[src/rtl/map_port_arbiter_if.sv]
// Bus bundle between map_port_arbiter, its video/game clients and the tile-map RAM.
// The slave modport is the arbiter's view; master is the surrounding environment.
interface map_port_arbiter_if #(
  parameter int N_REQ  = 3,
  parameter int ADDR_W = 11,
  parameter int DATA_W = 4
);
  logic                      vid_req;
  logic [ADDR_W-1:0]         vid_addr;
  logic [DATA_W-1:0]         vid_rdata;
  logic                      vid_rvalid;
  logic                      vid_blank;
  logic [N_REQ-1:0]          gm_req;
  logic [N_REQ-1:0]          gm_we;
  logic [N_REQ*ADDR_W-1:0]   gm_addr;
  logic [N_REQ*DATA_W-1:0]   gm_wdata;
  logic [N_REQ-1:0]          gm_gnt;
  logic [DATA_W-1:0]         gm_rdata;
  logic [N_REQ-1:0]          gm_rvalid;
  logic                      ram_en;
  logic                      ram_we;
  logic [ADDR_W-1:0]         ram_addr;
  logic [DATA_W-1:0]         ram_wdata;
  logic [DATA_W-1:0]         ram_rdata;

  modport slave (
    input  vid_req, vid_addr, vid_blank, gm_req, gm_we, gm_addr, gm_wdata, ram_rdata,
    output vid_rdata, vid_rvalid, gm_gnt, gm_rdata, gm_rvalid,
    output ram_en, ram_we, ram_addr, ram_wdata
  );

  modport master (
    output vid_req, vid_addr, vid_blank, gm_req, gm_we, gm_addr, gm_wdata, ram_rdata,
    input  vid_rdata, vid_rvalid, gm_gnt, gm_rdata, gm_rvalid,
    input  ram_en, ram_we, ram_addr, ram_wdata
  );
endinterface

[src/rtl/map_port_arbiter.sv]
// Tile-map RAM port arbiter: video reads always win, game requesters share idle cycles round-robin.
// Optional feature macro MAP_ARB_WRITE_GUARD_EN: game writes are only eligible while vid_blank is high.
module map_port_arbiter #(
  parameter int N_REQ  = 3,
  parameter int ADDR_W = 11,
  parameter int DATA_W = 4,
  parameter int DEPTH  = 1152
) (
  input  logic              vga_pix_clk,
  input  logic              rst,
  map_port_arbiter_if.slave bus
);
  localparam int               IDX_W    = (N_REQ > 1) ? $clog2(N_REQ) : 1;
  localparam logic [ADDR_W:0]  DEPTH_L  = (ADDR_W + 1)'(DEPTH);
  localparam logic [IDX_W-1:0] LAST_IDX = IDX_W'(N_REQ - 1);

  logic [IDX_W-1:0]  rr_ptr_q, rr_ptr_d;
  logic              tag_valid_q, tag_valid_d;
  logic              tag_vid_q, tag_vid_d;
  logic [IDX_W-1:0]  tag_idx_q, tag_idx_d;
  logic              tag_oor_q, tag_oor_d;

  logic [N_REQ-1:0]  elig_s;
  logic              gm_hit_s;
  logic [IDX_W-1:0]  gm_idx_s;
  logic              vid_issue_s;
  logic              gm_issue_s;
  logic              any_issue_s;
  logic              wr_issue_s;
  logic              oor_s;
  logic [ADDR_W-1:0] addr_s;
  logic [DATA_W-1:0] wdata_s;
  logic [DATA_W-1:0] rsp_data_s;

`ifdef MAP_ARB_WRITE_GUARD_EN
  // Writes only become candidates during blanking; reads are always candidates.
  always_comb begin
    elig_s = bus.gm_req & ~(bus.gm_we & {N_REQ{~bus.vid_blank}});
  end
`else
  logic guard_unused_s;
  assign guard_unused_s = bus.vid_blank;

  always_comb begin
    elig_s = bus.gm_req;
  end
`endif

  // Round-robin search: first pass from rr_ptr upward, second pass wraps from index 0.
  always_comb begin
    gm_hit_s = 1'b0;
    gm_idx_s = '0;
    for (int i = 0; i < N_REQ; i++) begin
      if (!gm_hit_s && elig_s[i] && (IDX_W'(i) >= rr_ptr_q)) begin
        gm_hit_s = 1'b1;
        gm_idx_s = IDX_W'(i);
      end else begin
        gm_hit_s = gm_hit_s;
      end
    end
    for (int i = 0; i < N_REQ; i++) begin
      if (!gm_hit_s && elig_s[i]) begin
        gm_hit_s = 1'b1;
        gm_idx_s = IDX_W'(i);
      end else begin
        gm_hit_s = gm_hit_s;
      end
    end
  end

  always_comb begin
    vid_issue_s = bus.vid_req;
    gm_issue_s  = ~bus.vid_req & gm_hit_s;
    any_issue_s = vid_issue_s | gm_issue_s;
    addr_s      = bus.vid_req ? bus.vid_addr
                              : bus.gm_addr[int'(gm_idx_s) * ADDR_W +: ADDR_W];
    wdata_s     = bus.gm_wdata[int'(gm_idx_s) * DATA_W +: DATA_W];
    wr_issue_s  = gm_issue_s & bus.gm_we[gm_idx_s];
    oor_s       = ({1'b0, addr_s} >= DEPTH_L);
  end

  // RAM port and grant pulse; everything is forced low while reset is held.
  always_comb begin
    bus.ram_en    = 1'b0;
    bus.ram_we    = 1'b0;
    bus.ram_addr  = '0;
    bus.ram_wdata = '0;
    bus.gm_gnt    = '0;
    if (rst) begin
      bus.ram_en = 1'b0;
    end else begin
      bus.ram_en    = any_issue_s & ~oor_s;
      bus.ram_we    = any_issue_s & ~oor_s & wr_issue_s;
      bus.ram_addr  = any_issue_s ? addr_s : '0;
      bus.ram_wdata = wr_issue_s ? wdata_s : '0;
      for (int i = 0; i < N_REQ; i++) begin
        bus.gm_gnt[i] = gm_issue_s & (gm_idx_s == IDX_W'(i));
      end
    end
  end

  // Response tag and round-robin pointer next state; writes leave no tag behind.
  always_comb begin
    tag_valid_d = vid_issue_s | (gm_issue_s & ~wr_issue_s);
    tag_vid_d   = vid_issue_s;
    tag_idx_d   = vid_issue_s ? '0 : gm_idx_s;
    tag_oor_d   = oor_s;
    if (gm_issue_s) begin
      rr_ptr_d = (gm_idx_s == LAST_IDX) ? '0 : gm_idx_s + IDX_W'(1);
    end else begin
      rr_ptr_d = rr_ptr_q;
    end
  end

  always_ff @(posedge vga_pix_clk or posedge rst) begin
    if (rst) begin
      rr_ptr_q    <= '0;
      tag_valid_q <= 1'b0;
      tag_vid_q   <= 1'b0;
      tag_idx_q   <= '0;
      tag_oor_q   <= 1'b0;
    end else begin
      rr_ptr_q    <= rr_ptr_d;
      tag_valid_q <= tag_valid_d;
      tag_vid_q   <= tag_vid_d;
      tag_idx_q   <= tag_idx_d;
      tag_oor_q   <= tag_oor_d;
    end
  end

  // Out-of-range reads never touched the RAM, so their data is substituted with zero.
  always_comb begin
    rsp_data_s     = tag_oor_q ? '0 : bus.ram_rdata;
    bus.vid_rvalid = tag_valid_q & tag_vid_q;
    bus.vid_rdata  = (tag_valid_q & tag_vid_q) ? rsp_data_s : '0;
    bus.gm_rdata   = (tag_valid_q & ~tag_vid_q) ? rsp_data_s : '0;
    for (int i = 0; i < N_REQ; i++) begin
      bus.gm_rvalid[i] = tag_valid_q & ~tag_vid_q & (tag_idx_q == IDX_W'(i));
    end
  end
endmodule
[src/flat_wrapper.sv]
// flat-port wrapper written by rule: the top's interface ports become plain ports
module map_port_arbiter_flat 
#(
  parameter int N_REQ  = 3,
  parameter int ADDR_W = 11,
  parameter int DATA_W = 4,
  parameter int DEPTH  = 1152
)
  (vga_pix_clk, rst, bus_vid_req, bus_vid_addr, bus_vid_blank, bus_gm_req, bus_gm_we, bus_gm_addr, bus_gm_wdata, bus_ram_rdata, bus_vid_rdata, bus_vid_rvalid, bus_gm_gnt, bus_gm_rdata, bus_gm_rvalid, bus_ram_en, bus_ram_we, bus_ram_addr, bus_ram_wdata);
  map_port_arbiter_if #(.N_REQ(N_REQ), .ADDR_W(ADDR_W), .DATA_W(DATA_W)) bus_i ();
  input  logic vga_pix_clk;
  input  logic rst;
  input wire logic [$bits(bus_i.vid_req)-1:0] bus_vid_req;
  input wire logic [$bits(bus_i.vid_addr)-1:0] bus_vid_addr;
  input wire logic [$bits(bus_i.vid_blank)-1:0] bus_vid_blank;
  input wire logic [$bits(bus_i.gm_req)-1:0] bus_gm_req;
  input wire logic [$bits(bus_i.gm_we)-1:0] bus_gm_we;
  input wire logic [$bits(bus_i.gm_addr)-1:0] bus_gm_addr;
  input wire logic [$bits(bus_i.gm_wdata)-1:0] bus_gm_wdata;
  input wire logic [$bits(bus_i.ram_rdata)-1:0] bus_ram_rdata;
  output wire logic [$bits(bus_i.vid_rdata)-1:0] bus_vid_rdata;
  output wire logic [$bits(bus_i.vid_rvalid)-1:0] bus_vid_rvalid;
  output wire logic [$bits(bus_i.gm_gnt)-1:0] bus_gm_gnt;
  output wire logic [$bits(bus_i.gm_rdata)-1:0] bus_gm_rdata;
  output wire logic [$bits(bus_i.gm_rvalid)-1:0] bus_gm_rvalid;
  output wire logic [$bits(bus_i.ram_en)-1:0] bus_ram_en;
  output wire logic [$bits(bus_i.ram_we)-1:0] bus_ram_we;
  output wire logic [$bits(bus_i.ram_addr)-1:0] bus_ram_addr;
  output wire logic [$bits(bus_i.ram_wdata)-1:0] bus_ram_wdata;
  assign bus_i.vid_req = bus_vid_req;
  assign bus_i.vid_addr = bus_vid_addr;
  assign bus_i.vid_blank = bus_vid_blank;
  assign bus_i.gm_req = bus_gm_req;
  assign bus_i.gm_we = bus_gm_we;
  assign bus_i.gm_addr = bus_gm_addr;
  assign bus_i.gm_wdata = bus_gm_wdata;
  assign bus_i.ram_rdata = bus_ram_rdata;
  assign bus_vid_rdata = bus_i.vid_rdata;
  assign bus_vid_rvalid = bus_i.vid_rvalid;
  assign bus_gm_gnt = bus_i.gm_gnt;
  assign bus_gm_rdata = bus_i.gm_rdata;
  assign bus_gm_rvalid = bus_i.gm_rvalid;
  assign bus_ram_en = bus_i.ram_en;
  assign bus_ram_we = bus_i.ram_we;
  assign bus_ram_addr = bus_i.ram_addr;
  assign bus_ram_wdata = bus_i.ram_wdata;
  map_port_arbiter #(.N_REQ(N_REQ), .ADDR_W(ADDR_W), .DATA_W(DATA_W), .DEPTH(DEPTH)) u_core (.vga_pix_clk(vga_pix_clk), .rst(rst), .bus(bus_i));
endmodule
[config.mk]
export PLATFORM = sky130hd
export DESIGN_NAME = map_port_arbiter_flat
export DESIGN_NICKNAME = d
export VERILOG_FILES = /design/src/rtl/map_port_arbiter_if.sv /design/src/rtl/map_port_arbiter.sv /design/src/flat_wrapper.sv
export SDC_FILE = /design/constraint.sdc
export NUM_CORES = 1
export LEC_CHECK = 0
export BUFFER_PORTS_ARGS = -buffer_cell sky130_fd_sc_hd__buf_2
export CAP_MARGIN = 30
export CORE_MARGIN = 1.5
export CORE_UTILIZATION = 33
export CTS_CLUSTER_SIZE = 10
export DETAILED_ROUTE_END_ITERATION = 12
export MAX_ROUTING_LAYER = met4
export PLACE_DENSITY = 0.71
export SYNTH_ARGS = -nofsm -noshare
export SYNTH_HDL_FRONTEND = slang
export SYNTH_SLANG_ARGS = --single-unit
[constraint.sdc]
create_clock -name vga_pix_clk -period 5.1 [get_ports vga_pix_clk]
set_clock_uncertainty 0.15 [all_clocks]
set_input_delay 1.02 -clock vga_pix_clk [delete_from_list [all_inputs] [get_ports vga_pix_clk]]
set_output_delay 1.02 -clock vga_pix_clk [all_outputs]
set_load 0.005 [all_outputs]
# Yosys cells after proc, flatten, opt, wreduce, memory -nomap -nowiden
# Cells that the tools add are included.
# totals
reg_bits	7
input_bits	70
out_inout_bits	32
word_cells	78
# classes
addsub	1
mul	1
order_cmp	5
eq_ne	4
shift	2
mux	26
bitwise	19
reduce_logical	15
# ops
op	n
11-bit two-way mux	3
33-bit by 32-bit indexed part select with 11-bit output	1
4-bit two-way mux	5
1-bit AND	13
2-bit two-way mux	6
12-bit by 5-bit indexed part select with 4-bit output	1
11-bit >= comparator (second input constant)	1
1-bit two-way mux	10
1-bit logical AND	8
2-bit by 4-bit multiplier with 6-bit output (second input constant)	1
1-bit zero test	5
2-bit by 1-bit equality test with 1-bit output (second input constant)	2
2-bit equality test (second input constant)	2
1-bit by 2-bit >= comparator with 1-bit output (first input constant)	2
2-bit zero test	2
1-bit inverter	4
2-bit by 3-bit less-than comparator with 1-bit output (second input constant)	1
3-bit two-way mux	1
2-bit by 1-bit adder with 2-bit output (second input constant)	1
1-bit binary-select mux with 2-bit select	1
2-bit >= comparator (first input constant)	1
1-bit bitwise OR	2

# Longest topological paths before layout
# logic_depth
depth_word	28
mapped_depth	7
depth_no_buf	5

# Worst setup path after synthesis
# Ideal clock, no wire load.
# synth_timing
path_type	input to output
startpoint	input port bus_gm_req[0]
endpoint	output port bus_ram_en
arrival_ps	2265
required_time_ps	3930
setup_slack_ps	1665
path_stages	6
n_path_buf	1
cell_sequence	buf_2 or3_4 o21ai_2 inv_2 o311a_1 a32o_1
# synth_via
elab_chain_cells	26
elab_cells_between_ends	33
cone_classes	mul (1); order compare (1); shift (1); mux (13); bitwise (4); reduce/logical (13)
# synth_rtl
item	line	text
start: declaration	flat_wrapper.sv:16	input wire logic [$bits(bus_i.gm_req)-1:0] bus_gm_req;
1-bit logical AND	map_port_arbiter.sv:54	if (!gm_hit_s && elig_s[i] && (IDX_W'(i) >= rr_ptr_q)) begin
1-bit two-way mux	map_port_arbiter.sv:54	
1-bit zero test	map_port_arbiter.sv:54	
1-bit logical AND (2 in a row)	map_port_arbiter.sv:54	
1-bit two-way mux	map_port_arbiter.sv:54	
1-bit zero test	map_port_arbiter.sv:54	
1-bit logical AND (2 in a row)	map_port_arbiter.sv:54	
1-bit two-way mux	map_port_arbiter.sv:54	
[... 8 more ...]	n/a	
2-bit two-way mux	map_port_arbiter.sv:62	if (!gm_hit_s && elig_s[i]) begin
2-bit by 4-bit multiplier with 6-bit output	map_port_arbiter.sv:76	: bus.gm_addr[int'(gm_idx_s) * ADDR_W +: ADDR_W];
33-bit by 32-bit indexed part select with 11-bit output	map_port_arbiter.sv:76	
11-bit two-way mux	map_port_arbiter.sv:75	addr_s = bus.vid_req ? bus.vid_addr
11-bit >= comparator	map_port_arbiter.sv:79	oor_s = ({1'b0, addr_s} >= DEPTH_L);
1-bit inverter	map_port_arbiter.sv:92	bus.ram_en = any_issue_s & ~oor_s;
1-bit AND (*)	map_port_arbiter.sv:92	
1-bit two-way mux (*)	map_port_arbiter.sv:89	if (rst) begin
end: declaration	flat_wrapper.sv:26	output wire logic [$bits(bus_i.ram_en)-1:0] bus_ram_en;
# Mark *: on every way between the ends. The rest lies on a longest branch, timed or not.

# Final worst setup path
# layout_timing
startpoint	input port bus_gm_req[2]
endpoint	output port bus_ram_wdata[0]
# layout_via
elab_chain_cells	17
elab_cells_between_ends	23
cone_classes	shift (1); mux (12); bitwise (2); reduce/logical (8)
# layout_rtl
item	line	text
branches (longest 15 deep; another with 2-bit two-way mux)	n/a	
4-bit two-way mux (*)	map_port_arbiter.sv:95	bus.ram_wdata = wr_issue_s ? wdata_s : '0;
4-bit two-way mux (*)	map_port_arbiter.sv:89	
end: declaration	flat_wrapper.sv:29	output wire logic [$bits(bus_i.ram_wdata)-1:0] bus_ram_wdata;
# Every way passes the cells marked *. The select of a mux whose other input is x is not followed.

==> out/results.ini <==
[setup_path]
startpoint_type = input pin
regToRegEndpoint = u_core.tag_oor_q$_DFF_PP0_
crit-reg2reg-launch = u_core.rr_ptr_q[1]$_DFFE_PP0P_
cp.required_ps = 3930
ff2ff_setup_slack_ps = 2580
path_class = input pin to output pin
path_max_fanout = 14
cp-startpoint = bus_gm_req[2]
endpoint = bus_ram_wdata[0]
critPathArrivalTime_ps = 3110
reg2reg_depth = 5
crit_path_end_kind = output pin

[sta]
whs_ps = 575
hold_viol = 0
tns_ps = 0
finalCritPeriodShare_pct = 84.0
max_freq_mhz = 233
rsz0062_at_grt = false
finalMaxSlewViolations = 0
slew_headroom_pct = 37.3
tightest_slew_ps = 940
period_minus_slack_ps = 4280
setup_viol = 0

[drt]
drt_iter0_markers = 66
drc_errors = 0
via_per_inst = 5.24
ant_nets = 0
num_vias = 1462
totalWireLength_um = 3550
wire_per_inst_um = 12.7
drt_first_pass_iters = 5

[cells_and_area]
fin_cells = 279
nets = 306
layout-drive-gt1-share_pct = 47.2
syn_to_final_growth_pct = 50.4
diodes = 0

[synth]
synthFlopType = dfrtp_1
synth-async-reset-ratio_pct = 100
ys.warnings.count = 0
yosysSeqAreaShare_pct = 16.9
yosysUniqueCellTypes = 49
yosysTopAreaCellShare_pct = 16.9
synth_area_per_cell_um2 = 7.30
ys_ff_latch = 7
synth_nets = 212
synth.most_common_cell = nor2_1
syn_inst = 142
netlist_top_cells_area = dfrtp_1, a222oi_1, nor2_1
synth-edff-count = 0
syn_area_um2 = 1040
synth_commonest_cells = nor2_1, nand2_1, a222oi_1
synth.largest_area_cell = dfrtp_1

[global_route]
grt_max_degree = 20
grt_overflow = 0
grt_pass1_vias = 1265
grt_pass1_wl_um = 5340
antenna_found_initial = 0
grtUsageTotal_pct = 20.1

[floorplan]
die_h_um = 59.1
row_count = 20
fp.dieArea_um2 = 3490
ios = 102
fp.dieW_um = 59.1
core-area_um2 = 3030
start_util_pct = 34.3

[power_and_ir_drop]
finalPower_w = 0.000345
irDropWorstVdd_mv = 0.115
power_density_nw_per_um2 = 221
p_leak_nw = 0.879

[cts]
cts.clk_slew.worst_paths_ps = 50
cts_sinks = 7
cts_made_buffers = 3
cts_root_buf = clkbuf_4
h-tree-depth = 1
worstSkewPairLatency_ps = 240
cts_resized = 0
cts_setup_buffers = 0
tritoncts = done
postCtsHoldBufs = 0
clk_path_buf_depth = 2

[placed_design]
place_hpwl_um = 2770
gp_congestion = 0.859
io_buffers = 100
dp.cells = 275

[job]
maxCapViolCount = 0

[hold_path]
hold_class = input pin to async pin

[outcome]
status = finished, final reports clean

## sequential cells by signal (all words and copies together) (netlist names)
name                flops
u_core.rr_ptr_q         2
u_core.tag_idx_q        2
u_core.tag_oor_q        1
u_core.tag_valid_q      1
u_core.tag_vid_q        1
## power breakdown
part,total [W],internal [W],switching (W)
Sequential,0.0000886,0.0000655,0.0000231
Clock,0.0000482,0.0000297,0.0000184
Combinational,0.000209,0.000100,0.000109
## metrics by stage
step                      setup WS, ps  util [%]  cell area [um^2]
after detailed placement           851      50.7              1530
after global placement             822      50.7              1530
after floorplan                   1660         -              1040
after global routing               623      51.5              1560
after CTS                          848      51.5              1560
final                              815      51.5              1560
## worst min path at each step
stage | start | endpoint | slack, ps | cells after the start
after global routing | rst | u_core.rr_ptr_q[1]$_DFFE_PP0P_ | 590 | 2
after CTS | rst | u_core.rr_ptr_q[1]$_DFFE_PP0P_ | 580 | 2
final | rst | u_core.rr_ptr_q[1]$_DFFE_PP0P_ | 570 | 2
after global placement | u_core.rr_ptr_q[0]$_DFFE_PP0P_ | u_core.rr_ptr_q[0]$_DFFE_PP0P_ | 570 | 2
after floorplan | u_core.rr_ptr_q[1]$_DFFE_PP0P_ | u_core.rr_ptr_q[1]$_DFFE_PP0P_ | 520 | 3
after detailed placement | u_core.rr_ptr_q[0]$_DFFE_PP0P_ | u_core.rr_ptr_q[0]$_DFFE_PP0P_ | 580 | 2
## kinds of logic (layout without fill, tap and decap cells)
logic type             count (synthesis)  count (layout)  share of synthesized area (%)
AOI/OAI and AO/OA                     56              56                           46.9
and+or+nand+nor                       60              60                           27.0
buffers and inverters                 18             111                           8.20
DFF                                    7               7                           16.9
muxes                                  1               1                          0.965
## cell usage in the layout (no fill, tap or decap), types with 2 or more instances in the layout
| cell | netlist | final |
|---|---|---|
| a21oi_1 | 4 | 4 |
| a222oi_1 | 12 | 12 |
| buf_2 | 5 | 100 |
| clkbuf_4 | 0 | 3 |
| dfrtp_1 | 7 | 7 |
| inv_1 | 5 | 5 |
| nand2_1 | 16 | 16 |
| nand2b_1 | 5 | 5 |
| nor2_1 | 26 | 26 |
| nor3_1 | 3 | 3 |
| nor3b_1 | 3 | 3 |
| o211a_1 | 7 | 7 |
| o211ai_1 | 2 | 2 |
| o21ai_0 | 4 | 4 |
| o21ai_1 | 2 | 2 |
| o22ai_1 | 2 | 2 |
| o311a_1 | 2 | 2 |
| o31a_1 | 2 | 2 |
## final cells by class
class                           count  area, um^2
Timing Repair Buffer              100         500
Tap cell                           44        55.1
Fill cell                         328        1470
Inverter                            7        26.3
Clock buffer                        4        26.3
Sequential cell                     7         175
Multi-Input combinational cell    117         777
## metal layers
layer / vias up / track usage (%) / part of all wire [%]
li1: 742 / - / -
met1: 653 / 25.9 / 46
met2: 65 / 33.5 / 47
met3: 2 / 1.31 / 6.5
met4: 0 / 6.82 / 0.76
met5: - / - / 0
## critical path, stage by stage
cell      delay (ps)
buf_2            190
o21ba_2          250
a21oi_1          720
a222oi_1         330
or2_1            350
nor2_1           110
buf_2            130
Note: power is estimated with default switching activity, not from simulation.
